File: src/rtl/rv32i_ctrl_pkg.sv
// Shared types for the RV32I multi-cycle control unit: FSM states, opcodes,
// select encodings and the per-opcode decode record.
package rv32i_ctrl_pkg;

    typedef enum logic [3:0] {
        FETCH_IDLE,
        FETCH,
        FETCH_WAIT,
        DECODE,
        EXECUTE,
        MEM_ACCESS,
        MEM_WAIT,
        WRITEBACK,
        TRAP
    } state_t;

    localparam logic [6:0] OPC_LUI    = 7'b0110111;
    localparam logic [6:0] OPC_AUIPC  = 7'b0010111;
    localparam logic [6:0] OPC_JAL    = 7'b1101111;
    localparam logic [6:0] OPC_JALR   = 7'b1100111;
    localparam logic [6:0] OPC_BRANCH = 7'b1100011;
    localparam logic [6:0] OPC_LOAD   = 7'b0000011;
    localparam logic [6:0] OPC_STORE  = 7'b0100011;
    localparam logic [6:0] OPC_OP_IMM = 7'b0010011;
    localparam logic [6:0] OPC_OP     = 7'b0110011;

    typedef enum logic [1:0] {
        PC_PLUS4 = 2'd0,
        PC_IMM   = 2'd1,
        PC_ALU   = 2'd2
    } pc_sel_t;

    typedef enum logic [1:0] {
        WB_ALU = 2'd0,
        WB_MEM = 2'd1,
        WB_PC4 = 2'd2,
        WB_IMM = 2'd3
    } wb_sel_t;

    typedef enum logic [1:0] {
        ALU_ADD   = 2'd0,
        ALU_FUNCT = 2'd1,
        ALU_CMP   = 2'd2
    } alu_op_sel_t;

    typedef struct packed {
        logic        legal;
        logic        is_load;
        logic        is_store;
        logic        is_branch;
        logic        is_jump;
        logic        alu_a_sel;
        logic        alu_b_sel;
        alu_op_sel_t alu_op;
        wb_sel_t     wb_sel;
        pc_sel_t     pc_sel;
    } op_info_t;

endpackage

File: src/rtl/rv32i_opcode_decode.sv
// Combinational opcode classifier: legality, instruction class and the
// EXECUTE/WRITEBACK select fields each opcode uses.
module rv32i_opcode_decode
    import rv32i_ctrl_pkg::*;
(
    input  logic [6:0] opcode,
    output op_info_t   info
);

    always_comb begin
        info = '0;
        case (opcode)
            OPC_OP: begin
                info.legal  = 1'b1;
                info.alu_op = ALU_FUNCT;
            end
            OPC_OP_IMM: begin
                info.legal     = 1'b1;
                info.alu_b_sel = 1'b1;
                info.alu_op    = ALU_FUNCT;
            end
            OPC_LOAD: begin
                info.legal     = 1'b1;
                info.is_load   = 1'b1;
                info.alu_b_sel = 1'b1;
                info.wb_sel    = WB_MEM;
            end
            OPC_STORE: begin
                info.legal     = 1'b1;
                info.is_store  = 1'b1;
                info.alu_b_sel = 1'b1;
            end
            OPC_BRANCH: begin
                info.legal     = 1'b1;
                info.is_branch = 1'b1;
                info.alu_op    = ALU_CMP;
            end
            OPC_JAL: begin
                info.legal   = 1'b1;
                info.is_jump = 1'b1;
                info.wb_sel  = WB_PC4;
                info.pc_sel  = PC_IMM;
            end
            OPC_JALR: begin
                info.legal     = 1'b1;
                info.is_jump   = 1'b1;
                info.alu_b_sel = 1'b1;
                info.wb_sel    = WB_PC4;
                info.pc_sel    = PC_ALU;
            end
            OPC_AUIPC: begin
                info.legal     = 1'b1;
                info.alu_a_sel = 1'b1;
                info.alu_b_sel = 1'b1;
            end
            OPC_LUI: begin
                info.legal  = 1'b1;
                info.wb_sel = WB_IMM;
            end
            default: info = '0;
        endcase
    end

endmodule

File: src/rtl/rv32i_control.sv
// Main control FSM of the RV32I multi-cycle datapath: sequences each
// instruction and drives the datapath strobes and mux selects.
module rv32i_control
    import rv32i_ctrl_pkg::*;
#(
    parameter int unsigned MEM_LATENCY = 1
) (
    input  logic        clk,
    input  logic        reset,
    input  logic        run,
    input  logic [31:0] instr,
    input  logic        branch_taken,
    output logic        pc_we,
    output logic [1:0]  pc_sel,
    output logic        ir_we,
    output logic        rf_we,
    output logic [1:0]  wb_sel,
    output logic        alu_a_sel,
    output logic        alu_b_sel,
    output logic [1:0]  alu_op_sel,
    output logic        mem_re,
    output logic        mem_we,
    output logic        mem_addr_sel,
    output logic        retire,
    output logic        illegal
);

    localparam logic [1:0] CNT_INIT = 2'(MEM_LATENCY - 1);

    state_t     state;
    state_t     next_state;
    logic [1:0] cnt;
    logic [6:0] opcode_q;
    logic [6:0] dec_opcode;
    op_info_t   info;
    logic       unused_instr_bits;

    // DECODE classifies the live IR; every later state uses the latched copy.
    assign dec_opcode        = (state == DECODE) ? instr[6:0] : opcode_q;
    assign unused_instr_bits = ^{instr[31:7], info.is_jump};

    rv32i_opcode_decode u_decode (
        .opcode (dec_opcode),
        .info   (info)
    );

    always_ff @(posedge clk) begin
        if (reset) begin
            state    <= FETCH_IDLE;
            cnt      <= '0;
            opcode_q <= '0;
            illegal  <= 1'b0;
        end else begin
            state <= next_state;
            if (state == FETCH || (state == MEM_ACCESS && info.is_load)) begin
                cnt <= CNT_INIT;
            end else if ((state == FETCH_WAIT || state == MEM_WAIT) && cnt != '0) begin
                cnt <= cnt - 2'd1;
            end
            if (state == DECODE) begin
                opcode_q <= instr[6:0];
                if (!info.legal) begin
                    illegal <= 1'b1;
                end
            end
        end
    end

    // run is a level: it is only looked at in FETCH_IDLE, so dropping it
    // lets the current instruction finish and parks at the boundary.
    always_comb begin
        next_state = state;
        case (state)
            FETCH_IDLE: if (run) next_state = FETCH;
            FETCH:      next_state = FETCH_WAIT;
            FETCH_WAIT: if (cnt == '0) next_state = DECODE;
            DECODE:     next_state = info.legal ? EXECUTE : TRAP;
            EXECUTE: begin
                if (info.is_branch) begin
                    next_state = FETCH_IDLE;
                end else if (info.is_load || info.is_store) begin
                    next_state = MEM_ACCESS;
                end else begin
                    next_state = WRITEBACK;
                end
            end
            MEM_ACCESS: next_state = info.is_load ? MEM_WAIT : FETCH_IDLE;
            MEM_WAIT:   if (cnt == '0) next_state = WRITEBACK;
            WRITEBACK:  next_state = FETCH_IDLE;
            TRAP:       next_state = TRAP;
            default:    next_state = FETCH_IDLE;
        endcase
    end

    always_comb begin
        pc_we        = 1'b0;
        pc_sel       = PC_PLUS4;
        ir_we        = 1'b0;
        rf_we        = 1'b0;
        wb_sel       = WB_ALU;
        alu_a_sel    = 1'b0;
        alu_b_sel    = 1'b0;
        alu_op_sel   = ALU_ADD;
        mem_re       = 1'b0;
        mem_we       = 1'b0;
        mem_addr_sel = 1'b0;
        retire       = 1'b0;
        if (!reset) begin
            case (state)
                FETCH:      mem_re = 1'b1;
                FETCH_WAIT: ir_we = (cnt == '0);
                EXECUTE: begin
                    alu_a_sel  = info.alu_a_sel;
                    alu_b_sel  = info.alu_b_sel;
                    alu_op_sel = info.alu_op;
                    if (info.is_branch) begin
                        pc_we  = 1'b1;
                        pc_sel = branch_taken ? PC_IMM : PC_PLUS4;
                        retire = 1'b1;
                    end
                end
                MEM_ACCESS: begin
                    mem_addr_sel = 1'b1;
                    if (info.is_load) begin
                        mem_re = 1'b1;
                    end else begin
                        mem_we = 1'b1;
                        pc_we  = 1'b1;
                        retire = 1'b1;
                    end
                end
                WRITEBACK: begin
                    rf_we  = 1'b1;
                    pc_we  = 1'b1;
                    retire = 1'b1;
                    wb_sel = info.wb_sel;
                    pc_sel = info.pc_sel;
                end
                default: ;
            endcase
        end
    end

endmodule

File: config.mk
export PLATFORM = sky130hd
export DESIGN_NAME = rv32i_control
export DESIGN_NICKNAME = d
export VERILOG_FILES = /design/src/rtl/rv32i_ctrl_pkg.sv /design/src/rtl/rv32i_opcode_decode.sv /design/src/rtl/rv32i_control.sv
export SDC_FILE = /design/constraint.sdc
export NUM_CORES = 1
export LEC_CHECK = 0
export CORE_ASPECT_RATIO = 1.4
export CORE_UTILIZATION = 41
export DETAILED_ROUTE_END_ITERATION = 7
export PLACE_DENSITY = 0.78
export RECOVER_POWER = 100
export REMOVE_ABC_BUFFERS = 1
export SYNTH_ARGS = -nofsm -noshare
export SYNTH_HDL_FRONTEND = slang
export SYNTH_SLANG_ARGS = --single-unit
File: constraint.sdc
create_clock -name clk -period 3 [get_ports clk]
set_input_delay 0.6 -clock clk [delete_from_list [all_inputs] [get_ports clk]]
set_output_delay 0.6 -clock clk [all_outputs]
set_load 0.01 [all_outputs]
==> flow_summary.ini <==
[outcome]
status = finished clean

[synthesis]
synth_top_area_share = 0.253
ys_seq_area_frac = 0.253
synth_cell_type_count = 49
synth_area_per_cell_um2 = 7.90
syn-cell-area_um2 = 1110
yosysWarningCount = 0
synth_edf_count = 0
synthArstFlopShare = 0
synth_cells = 140
synth_top_area_cell = dfxtp_1
synth_seq_cells = 14
synth.area.top_cells = dfxtp_1 25%, nand2_1 6.8%, nor2_1 4.1%
synthFlopType = dfxtp_1

[final_layout]
drive_gt1_frac = 0.191
fin_nets = 221
antenna_cells = 0
area_delta_synth_final_pct = 38.3
final_area_um2 = 1530

[floorplan]
die_h_um = 63.5
coreArea_um2 = 2470
dieArea_um2 = 2910
fp.dieW_um = 45.9
initial_core_util = 0.448
core.rowCount = 21
io_pins = 52

[drt]
drtPass1Iterations = 4
via_per_inst = 5.70
drc = 0
routedWlPerCell_um = 14.2
wl_um = 3080
drtAntennaViolNets = 0
drt_iter0_markers = 51
vias = 1236

[global_route]
grt_max_degree = 16
antenna_found_initial = 0
grt_pass1_wl_um = 4950
track_usage = 0.223
gr-total-overflow = 0
grt_pass1_vias = 1081

[clock_tree]
cts_tree = done
clk_pin_slew_worst_paths_ps = 90
cts_buffer_depth = 2
cts_max_level = 1
cts.sink_count = 14
clockRootBuffer = clkbuf_4
worstSkewPairLatency_ps = 280
hold_buffers = 0
cts_buffers = 3

[sta]
max_freq_mhz = 347
relSlewSlack = 0.687
finClkSkew_ps = 1.95
holdWs_ps = 444
tightest_slew_ps = 457
setup_ws_ps = 119
rsz0062_at_grt = no
period_share = 0.960
slew_violations = 0
hold_viol = 0
final.min_clock_period_ps = 2880
setup-violations-final = 0

[hold_path]
hold_depth = 2
hold_class = reg -> reg

[power_and_ir_drop]
cellLeakagePower_nw = 0.619
vdd_drop_max_mv = 0.190
p_per_area_nw_per_um2 = 307
total_power_w = 0.000470

[worst_setup_path]
worstSetupEndpointType = output pin
cp.arrival_ps = 2280
crit_path_start_kind = flop
worst-path-max-fanout = 14
worstPathRequired_ps = 2400
reg2regPathDepth = 4
critPathKind = reg -> out

[placed_design]
globalplace.congestion = 0.889
place_area_um2 = 1510
dp_hpwl_um = 2340
place_worst_setup_slack_ps = -368
port_buffers = 26

[job]
maxCapViolations = 0
## metrics by stage
| stage | cells | TNS [ps] | util |
|---|---|---|---|
| floorplan | 131 | 0 | - |
| global placement | 212 | -2540 | 0.612 |
| detailed placement | 212 | -2400 | 0.612 |
| CTS | 217 | 0 | 0.627 |
| global route | 217 | 0 | 0.620 |
| finish | 217 | 0 | 0.620 |
## layout by cell type (no fill, tap or decap), drive strengths merged, types with 3 or more instances in the layout
cell	count
a2111oi	3
dlygate4sd2	9
nor4	4
dfxtp	14
nand4b	4
nor2	12
inv	5
clkbuf	11
clkdlybuf4s50	8
buf	18
nand2	20
a211oi	3
nor3	7
a21oi	7
o21ai	4
or4	3
and2	5
dlygate4sd3	3
nand2b	6
## flip-flops by register name, indices dropped and copies added, names as in the netlist
signal,count
opcode_q,7
illegal,1
cnt,2
state,4
## critical path, cell delays in order, from the launching register on
cell,delay (ps)
dfxtp_1,340
and4bb_2,350
or4_4,550
nor4_4,180
clkdlybuf4s50_1,580
## worst paths after layout
| check | start | endpoint | slack [ps] |
|---|---|---|---|
| worst max register to register | opcode_q[2]$_SDFF_PP0_ | cnt[1]$_SDFFE_PP0P_ | 1280 |
| worst min-delay path | illegal$_SDFFE_PP0P_ | illegal$_SDFFE_PP0P_ | 440 |
| worst min register to register | illegal$_SDFFE_PP0P_ | illegal$_SDFFE_PP0P_ | 440 |
| worst max-delay path | state[3]$_SDFFE_PP0P_ | alu_op_sel[1] | 120 |
## synthesized netlist by cell type (2+ instances only)
cell       instances
mux2_2             2
nor2b_1            2
and2_1             4
a31oi_1            2
or4_4              2
clkbuf_1           3
and3_1             2
nand2b_1           6
o21ai_0            4
inv_1              5
nor3_1             7
nor4_1             3
o31ai_1            2
nand2_1           20
dfxtp_1           14
buf_4              3
a32oi_1            2
nor2_1            12
nand4b_1           4
a2111oi_0          3
buf_2              2
a21oi_1            7
a211oi_1           3
## report_power, final
group | switching [W] | internal (W)
clock | 0.0000687 | 0.0000738
sequential | 0.00000614 | 0.000194
combinational | 0.0000696 | 0.0000574
## logic make-up (layout without fill, tap and decap cells)
kind of cell / after synthesis / count (layout) / share of synthesized area
buffers and inverters: 14 / 57 / 0.0667
AOI/OAI and AO/OA: 32 / 32 / 0.204
DFF: 14 / 14 / 0.253
and+or+nand+nor: 75 / 75 / 0.428
muxes: 3 / 3 / 0.0294
xor gates and xnor gates: 1 / 1 / 0.00792
adders and majority gates: 1 / 1 / 0.0113
## area by class of cell
type	count	area, um2
inverter	5	18.8
clock buffer	4	36.3
sequential	14	280
tap	34	42.5
multi-input combinational	112	762
timing repair buffer	48	390
fill	251	940
## routing by layer
layer	up-vias	GRT usage	wire, um	share of wire
met2	26	0.368	1620	0.53
li1	611	-	-	-
met3	2	0.0401	100	0.032
met4	0	0.0625	19	0.0062
met5	-	0	0	0
met1	597	0.286	1340	0.44
## timing repair
action	CTS	global route
setup buffers	1	0
resized for setup	21	8
cloned	0	0
setup endpoints to repair	9	8
pin swaps	2	1
Power figures use the tool's default switching activity.
